--- src/rtl/jk_register_counter.sv ---
// rtl/jk_register_counter.sv - WIDTH-bit JK register bank doubling as a modulo up/down counter and load register
module jk_register_counter #(
  parameter int WIDTH       = 8,
  parameter int MODULUS     = 256,
  parameter int RESET_VALUE = 0
) (
  input  logic             i_clk,
  input  logic             i_rst,
  input  logic             i_en,
  input  logic [1:0]       i_mode,
  input  logic [WIDTH-1:0] i_j,
  input  logic [WIDTH-1:0] i_k,
  input  logic [WIDTH-1:0] i_load_val,
  output logic [WIDTH-1:0] o_q,
  output logic             o_tc,
  output logic             o_wrap
);

  localparam logic [1:0] LP_MODE_JK   = 2'b00;
  localparam logic [1:0] LP_MODE_UP   = 2'b01;
  localparam logic [1:0] LP_MODE_DOWN = 2'b10;

  localparam logic [WIDTH-1:0] LP_MAX = WIDTH'(MODULUS - 1);
  localparam logic [WIDTH-1:0] LP_RST = WIDTH'(RESET_VALUE);
  localparam logic [WIDTH:0]   LP_MOD = (WIDTH + 1)'(MODULUS);

  logic [WIDTH-1:0] r_q;
  logic             r_wrap;

  logic             w_at_top;
  logic             w_is_zero;
  logic             w_in_range;
  logic [WIDTH-1:0] w_jk;
  logic [WIDTH-1:0] w_next;
  logic             w_next_wrap;

  assign w_at_top   = (r_q >= LP_MAX);
  assign w_is_zero  = (r_q == '0);
  // One extra bit so MODULUS == 2**WIDTH makes every value in range.
  assign w_in_range = ({1'b0, r_q} < LP_MOD);

  // j=1,k=1 toggles, j=1 alone sets, k=1 alone clears, neither holds.
  assign w_jk = (r_q & ~i_k) | (~r_q & i_j);

  always_comb begin
    w_next      = r_q;
    w_next_wrap = 1'b0;
    case (i_mode)
      LP_MODE_JK: begin
        w_next = w_jk;
      end
      LP_MODE_UP: begin
        if (w_at_top) begin
          w_next      = '0;
          w_next_wrap = 1'b1;
        end else begin
          w_next = r_q + 1'b1;
        end
      end
      LP_MODE_DOWN: begin
        if (w_is_zero) begin
          w_next      = LP_MAX;
          w_next_wrap = 1'b1;
        end else if (!w_in_range) begin
          // Out-of-range recovery is not counted as a wrap.
          w_next = LP_MAX;
        end else begin
          w_next = r_q - 1'b1;
        end
      end
      default: begin
        w_next = i_load_val;
      end
    endcase
  end

  always_ff @(posedge i_clk) begin
    if (i_rst) begin
      r_q    <= LP_RST;
      r_wrap <= 1'b0;
    end else if (i_en) begin
      r_q    <= w_next;
      r_wrap <= w_next_wrap;
    end else begin
      r_wrap <= 1'b0;
    end
  end

  // Ignores i_en: flags that the next enabled count edge will wrap.
  assign o_tc   = ((i_mode == LP_MODE_UP) && w_at_top) ||
                  ((i_mode == LP_MODE_DOWN) && w_is_zero);
  assign o_q    = r_q;
  assign o_wrap = r_wrap;

endmodule

--- config.mk ---
export PLATFORM = sky130hd
export DESIGN_NAME = jk_register_counter
export DESIGN_NICKNAME = d
export VERILOG_FILES = /design/src/rtl/jk_register_counter.sv
export SDC_FILE = /design/constraint.sdc
export NUM_CORES = 1
export LEC_CHECK = 0
export BUFFER_PORTS_ARGS = -buffer_cell sky130_fd_sc_hd__buf_2
export CAP_MARGIN = 40
export CORE_MARGIN = 2
export CORE_UTILIZATION = 45
export CTS_BUF_LIST = sky130_fd_sc_hd__clkbuf_8
export DETAILED_ROUTE_END_ITERATION = 8
export PLACE_DENSITY = 0.78
export SLEW_MARGIN = 30
export SYNTH_ARGS = -nofsm -noshare
export SYNTH_HDL_FRONTEND = slang
export SYNTH_SLANG_ARGS = --single-unit
--- constraint.sdc ---
create_clock -name i_clk -period 1.9 [get_ports i_clk]
set_input_delay 0.285 -clock i_clk [delete_from_list [all_inputs] [get_ports i_clk]]
set_output_delay 0.285 -clock i_clk [all_outputs]
set_load 0.02 [all_outputs]
## After elaboration in Yosys (flattened, before gate mapping)

Index checks and enable logic that the tools add are counted.
Widths: inputs -> output; s select.

| storage, ports and cells | value |
|---|---|
| register bits after elaboration | 9 |
| output and inout bits | 10 |
| word-level logic and storage cells | 25 |

| cells by class | value |
|---|---|
| add/sub/neg operators | 2 |
| eq/ne operators | 2 |
| $lt $le $gt $ge | 1 |
| bitwise gates (word level) | 6 |
| muxes and demuxes | 6 |
| reduce and logical (&&, ||, !) cells | 6 |

Operators with widths:

| cell | number |
|---|---|
| $pmux 8 s3 | 1 |
| $and 8x8->8 | 2 |
| $mux 8 | 2 |
| $not 8->8 | 2 |
| $add 8x1->8 const B | 1 |
| $ge 8x8->1 const B | 1 |
| $logic_not 8->1 | 1 |
| $or 8x8->8 | 1 |
| $sub 8x1->8 const B | 1 |
| $eq 2x1->1 const B | 1 |
| $eq 2x2->1 const B | 1 |
| $logic_and 1x1->1 | 2 |
| $logic_not 2->1 | 1 |
| $mux 1 | 2 |
| $pmux 1 s2 | 1 |
| $reduce_or 2->1 | 1 |
| $logic_or 1x1->1 | 1 |
| $not 1->1 | 1 |

## Longest topological paths before layout

Gate-level depths: netlist of run 1.

| logic depth | value |
|---|---|
| depth after elaboration | 4 |
| mapped depth | 8 |
| gate-level depth less buffers | 7 |

## Least setup slack after synthesis of run 1

Ideal clock, no wire load.

| path | value |
|---|---|
| kind | register -> register |
| start point | reg r_q[0], in the netlist o_q[0] |
| end point | reg r_q[5], in the netlist o_q[5] |
| period minus slack after synthesis | 1.921 ns |
| stages on the path, launching flop included | 9 |
| slack | -0.021 ns |
| data required time | 1.783 ns |
| path buffers | 1 |
| data arrival time | 1.805 ns |
| cell sequence | dfxtp_1 -> clkbuf_1 -> inv_1 -> ha_1 -> nor2b_1 -> a21o_1 -> a311oi_1 -> nand3_1 -> a22o_1 |

| on the way | value |
|---|---|
| longest elaborated chain between the ends | 3 |
| elaborated cells between the ends (all ways) | 7 |
| those cells by class | add/sub: 2; order compare: 1; mux: 3; reduce/logical: 1 |

RTL lines:

| item | line | source |
|---|---|---|
| start, declared | 27 | `logic [WIDTH-1:0] r_q;` |
| start signal, assigned | 82 | `r_q <= w_next;` |
| $sub 8x1->8 (tied with other cells) | 68 | `w_next = r_q - 1'b1;` |
| $mux 8 (on tied branches) | 61, 53 |  |
| $pmux 8 s3 * | 48 | `case (i_mode)` |

Mark *: on every way between the ends. The rest lies on a longest branch, timed or not.
A chain may end at the register's enable or synchronous reset.

## Worst setup path after layout of run 1

| path | value |
|---|---|
| start point | reg r_q[3], in the netlist o_q[3] |
| end point | out o_tc |

| on the way | value |
|---|---|
| longest elaborated chain between the ends | 3 |
| elaborated cells between the ends (all ways) | 5 |
| those cells by class | order compare: 1; reduce/logical: 4 |

RTL lines:

| item | line | source |
|---|---|---|
| $ge 8x8->1 or $logic_not 8->1 (tied branches) | 37, 38 |  |
| $logic_and 1x1->1 (on tied branches) | 90, 91 |  |
| $logic_or 1x1->1 * | 90 | `assign o_tc = ((i_mode == LP_MODE_UP) && w_at_top) \|\|` |
| end, declared | 15 | `output logic o_tc,` |

Marked as above.

==> results of run 1 <==
## path summary, 6_finish.rpt
check,slack [ns],to,cells after the start
max,0.06,o_tc,5
min,0.31,o_q[1],2
max reg2reg,0.07,o_q[5],7
min reg2reg,0.60,o_q[6],2
## cells in the final DEF, fill, tap and decap left out, types with 2 or more instances in the layout
| cell type | instances |
|---|---|
| nor2b_1 | 2 |
| a31o_2 | 2 |
| o22ai_1 | 2 |
| o21ai_0 | 10 |
| ha_1 | 6 |
| nand3_1 | 4 |
| inv_1 | 11 |
| o32ai_1 | 2 |
| nand2_1 | 12 |
| a211oi_1 | 4 |
| dfxtp_1 | 8 |
| o21a_1 | 2 |
| a21oi_1 | 5 |
| o21ai_1 | 3 |
| nor2_1 | 9 |
| nand2b_1 | 2 |
| a31oi_1 | 2 |
| and3_1 | 2 |
| a311oi_1 | 2 |
| xor2_1 | 2 |
| buf_4 | 9 |
| clkbuf_8 | 3 |
| buf_2 | 38 |
| o211ai_1 | 2 |
## stage by stage
step	utilization, %	cell area (µm²)
CTS	62.6	1250
global route	63.4	1270
finish	63.4	1270
global placement	60.1	1200
detailed placement	60.1	1200
floorplan	-	967
## registers in the layout, indices dropped and copies added, names as in the netlist
name / flops
o_wrap: 1
o_q: 8
## kinds of logic (layout without fill, tap and decap cells)
logic type | after synthesis | count (layout) | synth area share [%]
multiplexers | 1 | 1 | 1.04
adder cells (fa/ha/maj) | 7 | 7 | 9.08
AO/OA/AOI/OAI | 50 | 50 | 37.0
flip-flops | 9 | 9 | 18.7
buffers and inverters | 20 | 61 | 9.47
AND/OR/NAND/NOR | 41 | 41 | 22.0
XOR/XNOR | 3 | 3 | 2.72
## area by class of cell
class / instances / area, µm²
Sequential cell: 9 / 181
Multi-Input combinational cell: 102 / 713
Clock buffer: 3 / 41.3
Inverter: 10 / 37.5
Timing Repair Buffer: 47 / 258
Tap cell: 27 / 33.8
Clock inverter: 1 / 3.75
Fill cell: 179 / 733
## worst max-delay path, delay by kind of cell, from the launching register on
| kind | cells | cell delay (ns) |
|---|---|---|
| simple gates | 3 | 0.63 |
| compound gates | 1 | 0.13 |
| buf+inv | 1 | 0.20 |
| flops | 1 | 0.36 |
## metal layers
metal	routed length [µm]	track usage [%]	part of all wire, %	vias up
li1	-	-	-	576
met1	1270	30.6	42	556
met2	1420	42.5	47	59
met3	261	3.57	8.6	10
met4	80	11.3	2.6	0
met5	0	0	0	-
## power by group through the flow
stage	Combinational, mW	Sequential (mW)	Clock [mW]
after floorplan	0.205	0.242	0
after detailed placement	0.314	0.231	0
after global routing	0.361	0.235	0.233
after global placement	0.307	0.229	0
final	0.333	0.234	0.226
after CTS	0.319	0.229	0.225
==> impl_metrics.csv, run 1 <==
group,metric,value,unit
status,status,"complete, no violations",
logic_synthesis,dominantRegCellSynth,"dfxtp_1",
logic_synthesis,syn_area_per_cell,7.36,µm²
worst_setup_path,critPathKind,"reg2out",
layout,antenna_cells_inserted,0,
layout,drive_above_1_share,34.9,%
routing,count_of_vias_placed_by_the_detailed_router,1201,
sta,worst_clock_skew,0.00380,ns
min_path,min-delay-start,"i_rst",
sta,final_critical_path_setup_slack,0.0589,ns
routing,drt-vias-per-instance,6.04,
grt,grt_antenna_before_repair,0,
sta,report.final.slew_viol_count,0,
placement,port_buffer_count,38,
layout,design.final.nets,209,
sta,finalWorstPathRequiredPeriod,1.84,ns
floorplanning,total_die_area,0.00253,mm²
grt,grt.overflow.total,0,
power_and_ir_drop,seq_power_share,29.5,%
logic_synthesis,synth.yosys.warnings,0,
cts,post_cts_buffers,0,
sta,worst_hold_margin,0.306,ns
cts,path_clk_slew,0.05,ns
layout,finish.cell_count_without_fillers,199,
power_and_ir_drop,finalPower,0.792,mW
logic_synthesis,synth_edf_count,0,
routing,drt-total-wl,3030,µm
floorplanning,num_io_pins,39,
sta,final-hold-violation-count,0,
grt,grt_pass1_wl,4830,µm
floorplanning,core_area,0.00200,mm²
cts,cts_sinks,9,
sta,maxSlewHeadroom,68.1,%
logic_synthesis,synth.cell_area,965,µm²
power_and_ir_drop,clock_power_share,28.5,%
worst_setup_path,critical-path-max-stage-delay,0.36,ns
floorplanning,start_util,48.2,%
power_and_ir_drop,share_comb_of_total_power,42.0,%
placement,place.detailed.instances,195,
layout,area_delta_synth_final,31.5,%
logic_synthesis,synth_commonest_cells,"12 x nand2_1, 11 x o21ai_0, 10 x inv_1, 9 x dfxtp_1, 9 x nor2_1",
logic_synthesis,synth_largest_type_area_fraction,18.7,%
sta,min_period_over_period,96.9,%
floorplanning,floorplan.die.width,50.3,µm
sta,tightest_pin_transition,0.473,ns
worst_setup_path,critPathCaptureType,"output pin",
worst_setup_path,timing.critical_path.from_type,"register",
cts,clock_latency_of_the_later_clocked_register_in_the_worst_skew_pair,0.24,ns
logic_synthesis,ys_seq_area_share,18.7,%
power_and_ir_drop,power_report.internal_total,0.502,mW
worst_setup_path,crit_path_max_fanout,5,
sta,setup_violations,0,
worst_setup_path,cp_cell_sequence,"nor4_4 -> and2_4 -> nand3_1 -> o21ai_1 -> buf_2",
worst_setup_path,critPathLaunch,"o_q[3]",
power_and_ir_drop,leakagePower,0.587,nW
placement,place_ws,0.147,ns
worst_setup_path,timing.critical_path.arrival,1.56,ns
worst_setup_path,timing.critical_path.slowest_stage_cell,"dfxtp_1",
logic_synthesis,synth_async_sr_flop_share,0,%
logic_synthesis,synth_top_area_cell,"dfxtp_1",
cts,ctsHoldBuffers,0,
routing,routed_wire_length_per_instance,15.2,µm
floorplanning,rows,16,
routing,initialDrtViolationCount,55,
grt,grt_util_all_layers,24.9,%
sta,timing.setup.tns,0,ns
job,number_of_maximum_capacitance_constraint_violations,0,
worst_setup_path,critPathRequiredTime,1.62,ns
placement,place.gp.congestion,0.949,
sta,fmax,543,MHz
logic_synthesis,synth_nets,167,
floorplanning,die_span_in_y,50.3,µm
cts,cts_resized,1,
logic_synthesis,postSynthCellCount,131,
power_and_ir_drop,total_switching_power,0.290,mW
cts,cts_root_buf,"clkbuf_8",
routing,drt.antenna.violating_nets,0,
grt,grt_start_max_net_pins,12,
placement,place.detailed.hpwl,2270,µm
cts,cts.htree.levels,1,
cts,clock_tree.buffer_depth,2,
worst_setup_path,timing.rr.start,"o_q[0]",
cts,clock_tree_from_tritoncts,"done",
logic_synthesis,flop_and_latch_count_out_of_synthesis,9,
logic_synthesis,synthTopCellsByArea,"dfxtp_1 19%, ha_1 9.1%, o21ai_0 5.7%",
logic_synthesis,netlist-cell-type-count,50,
cts,numCtsBuffers,3,
power_and_ir_drop,power.density,624,mW/mm²
power_and_ir_drop,netSwitchingFraction,36.6,%
min_path,type_of_the_tightest_min_delay_check,"in2reg",
routing,drc,0,
routing,drt_first_pass_iters,4,
grt,number_of_global_route_vias_before_repair,1103,
power_and_ir_drop,power.ir.vdd_worst,0.411,mV
logic_synthesis,post-synth-top-count-cell,"nand2_1",
No activity file was read; power rests on OpenSTA's default activity.
==> run 2: changes to the inputs <==
- CORE_UTILIZATION: 45 -> 50
- PLACE_DENSITY: 0.78 -> 0.82
- clock period: 1.9 -> 2.1 ns (I/O delays scaled with it)
==> impl_metrics.csv, run 2 (synthesis gave the netlist of run 1 again) <==
group,metric,value,unit
layout,design.final.nets,204,
floorplanning,die_span_in_y,47.9,µm
cts,cts.htree.levels,1,
status,status,"complete, no violations",
sta,maxSlewHeadroom,72.0,%
layout,antenna_cells_inserted,0,
sta,fmax,485,MHz
worst_setup_path,critPathKind,"reg2out",
layout,mostFrequentLayoutCell,"buf_2",
worst_setup_path,crit_path_max_fanout,11,
worst_setup_path,r2r.worst_path.cells,6,
cts,cts_root_buf,"clkbuf_8",
power_and_ir_drop,power_report.internal_total,0.439,mW
worst_setup_path,timing.rr.start,"o_q[1]",
routing,drt-total-wl,2920,µm
power_and_ir_drop,share_comb_of_total_power,39.3,%
routing,initialDrtViolationCount,66,
floorplanning,start_util,54.7,%
cts,clock_tree_from_tritoncts,"done",
worst_setup_path,timing.critical_path.from_type,"register",
sta,final-hold-violation-count,0,
worst_setup_path,critical-path-max-stage-delay,0.42,ns
sta,min_period_over_period,98.2,%
sta,timing.setup.tns,0,ns
worst_setup_path,cp_cell_sequence,"ha_1 -> and3_1 -> nand2_1 -> o21ai_0 -> buf_2",
routing,drc,0,
sta,tightest_pin_transition,0.415,ns
floorplanning,total_die_area,0.00230,mm²
power_and_ir_drop,seq_power_share,30.7,%
cts,post_cts_buffers,0,
routing,routed_wire_length_per_instance,15.2,µm
power_and_ir_drop,clock_power_share,29.9,%
grt,grt.overflow.total,0,
power_and_ir_drop,total_switching_power,0.257,mW
power_and_ir_drop,power.density,573,mW/mm²
worst_setup_path,crit_end,"o_tc",
cts,clock_latency_of_the_later_clocked_register_in_the_worst_skew_pair,0.24,ns
sta,grt_setup_unrepaired,"false",
cts,clock_tree.buffer_depth,2,
job,number_of_maximum_capacitance_constraint_violations,0,
worst_setup_path,critPathRequiredTime,1.78,ns
grt,grt_util_all_layers,28.4,%
grt,grt_pass1_wl,4490,µm
power_and_ir_drop,leakagePower,0.559,nW
cts,cts_sinks,9,
floorplanning,floorplan.die.width,47.9,µm
power_and_ir_drop,finalPower,0.697,mW
worst_setup_path,crit-reg2reg-capture,"o_q[4]",
cts,path_clk_slew,0.05,ns
worst_setup_path,critPathCaptureType,"output pin",
worst_setup_path,critPathLaunch,"o_q[1]",
routing,drt.antenna.violating_nets,0,
routing,count_of_vias_placed_by_the_detailed_router,1181,
routing,drt-vias-per-instance,6.15,
layout,most-common-layout-cells,"38 x buf_2, 12 x nand2_1, 11 x inv_1, 11 x o21ai_0, 9 x nor2_1",
layout,drive_above_1_share,32.3,%
grt,grt_antenna_before_repair,0,
worst_setup_path,timing.critical_path.slowest_stage_cell,"dfxtp_2",
placement,place.detailed.hpwl,2150,µm
layout,fillerInstances,167,
floorplanning,num_io_pins,39,
layout,largest_register_ffs,8,
sta,finalWorstPathRequiredPeriod,2.06,ns
worst_setup_path,timing.critical_path.arrival,1.75,ns
sta,report.final.slew_viol_count,0,
routing,drt_first_pass_iters,5,
min_path,type_of_the_tightest_min_delay_check,"in2reg",
sta,worst_clock_skew,0.000274,ns
cts,numCtsBuffers,3,
worst_setup_path,reg2reg_slack,0.28,ns
floorplanning,core_area,0.00176,mm²
power_and_ir_drop,power.ir.vdd_worst,0.429,mV
grt,number_of_global_route_vias_before_repair,1004,
power_and_ir_drop,netSwitchingFraction,37.0,%
floorplanning,rows,15,
grt,grt_start_max_net_pins,12,
placement,port_buffer_count,38,
placement,place.gp.congestion,0.971,
sta,setup_violations,0,
layout,area_delta_synth_final,26.1,%
==> run 2: power groups by stage <==
| stage | clock network [mW] | registers, mW | logic, mW |
|---|---|---|---|
| 2_1_floorplan | 0 | 0.219 | 0.185 |
| 3_3_place_gp | 0 | 0.213 | 0.261 |
| 3_5_place_dp | 0 | 0.214 | 0.266 |
| 4_1_cts | 0.207 | 0.212 | 0.269 |
| 5_1_grt | 0.220 | 0.217 | 0.300 |
| 6_report | 0.209 | 0.214 | 0.274 |
==> run 2: per-layer routing <==
layer  GRT usage, %  routed length [µm]  vias to the layer above
li1               -                   -                      559
met3           5.28                 354                       17
met2           46.4                1320                      104
met4           11.4                 132                        0
met5              0                   0                        -
met1           36.5                1120                      501
==> run 2: per-stage QoR <==
step,util (%),setup slack [ns],instances,hold WS [ns],instance area [µm²]
global placement,65.9,0.259,188,0.542,1160
CTS,68.5,0.0197,192,0.331,1210
detailed placement,65.9,0.231,188,0.561,1160
global route,68.9,0.0457,192,0.339,1220
floorplan,-,0.179,131,0.384,965
finish,68.9,0.0379,192,0.330,1220
==> run 2: cell type report <==
| cell class | instances | area, µm² | area share (%) |
|---|---|---|---|
| multi-input combinational | 102 | 699 | 57.5 |
| clock inverter | 1 | 3.75 | 0.309 |
| clock buffer | 3 | 41.3 | 3.40 |
| tap | 25 | 31.3 | 2.57 |
| timing repair buffer | 42 | 220 | 18.1 |
| sequential | 9 | 183 | 15.0 |
| inverter | 10 | 37.5 | 3.09 |
==> run 2: what timing repair did <==
action	CTS	global route
hold buffers	0	0
gates resized for setup	1	2
setup endpoints to repair	1	1
==> run 2: worst max-delay path: cells and delay by family, from the launching register on <==
family | cells | cell delay, ns
adder cells (fa/ha/maj) | 1 | 0.26
buffers and inverters | 1 | 0.22
AND/OR/NAND/NOR | 2 | 0.32
AO/OA/AOI/OAI | 1 | 0.28
flip-flops | 1 | 0.42
==> run 2: worst min-delay path by stage <==
stage / start / to / slack (ns) / cells past startpoint
after floorplan: i_rst / o_q[1] / 0.38 / 1
after global placement: o_q[0] / o_q[0] / 0.54 / 2
after detailed placement: o_q[0] / o_q[0] / 0.56 / 2
after CTS: i_rst / o_q[1] / 0.33 / 2
after global routing: i_rst / o_q[1] / 0.34 / 2
final: i_rst / o_q[1] / 0.33 / 2
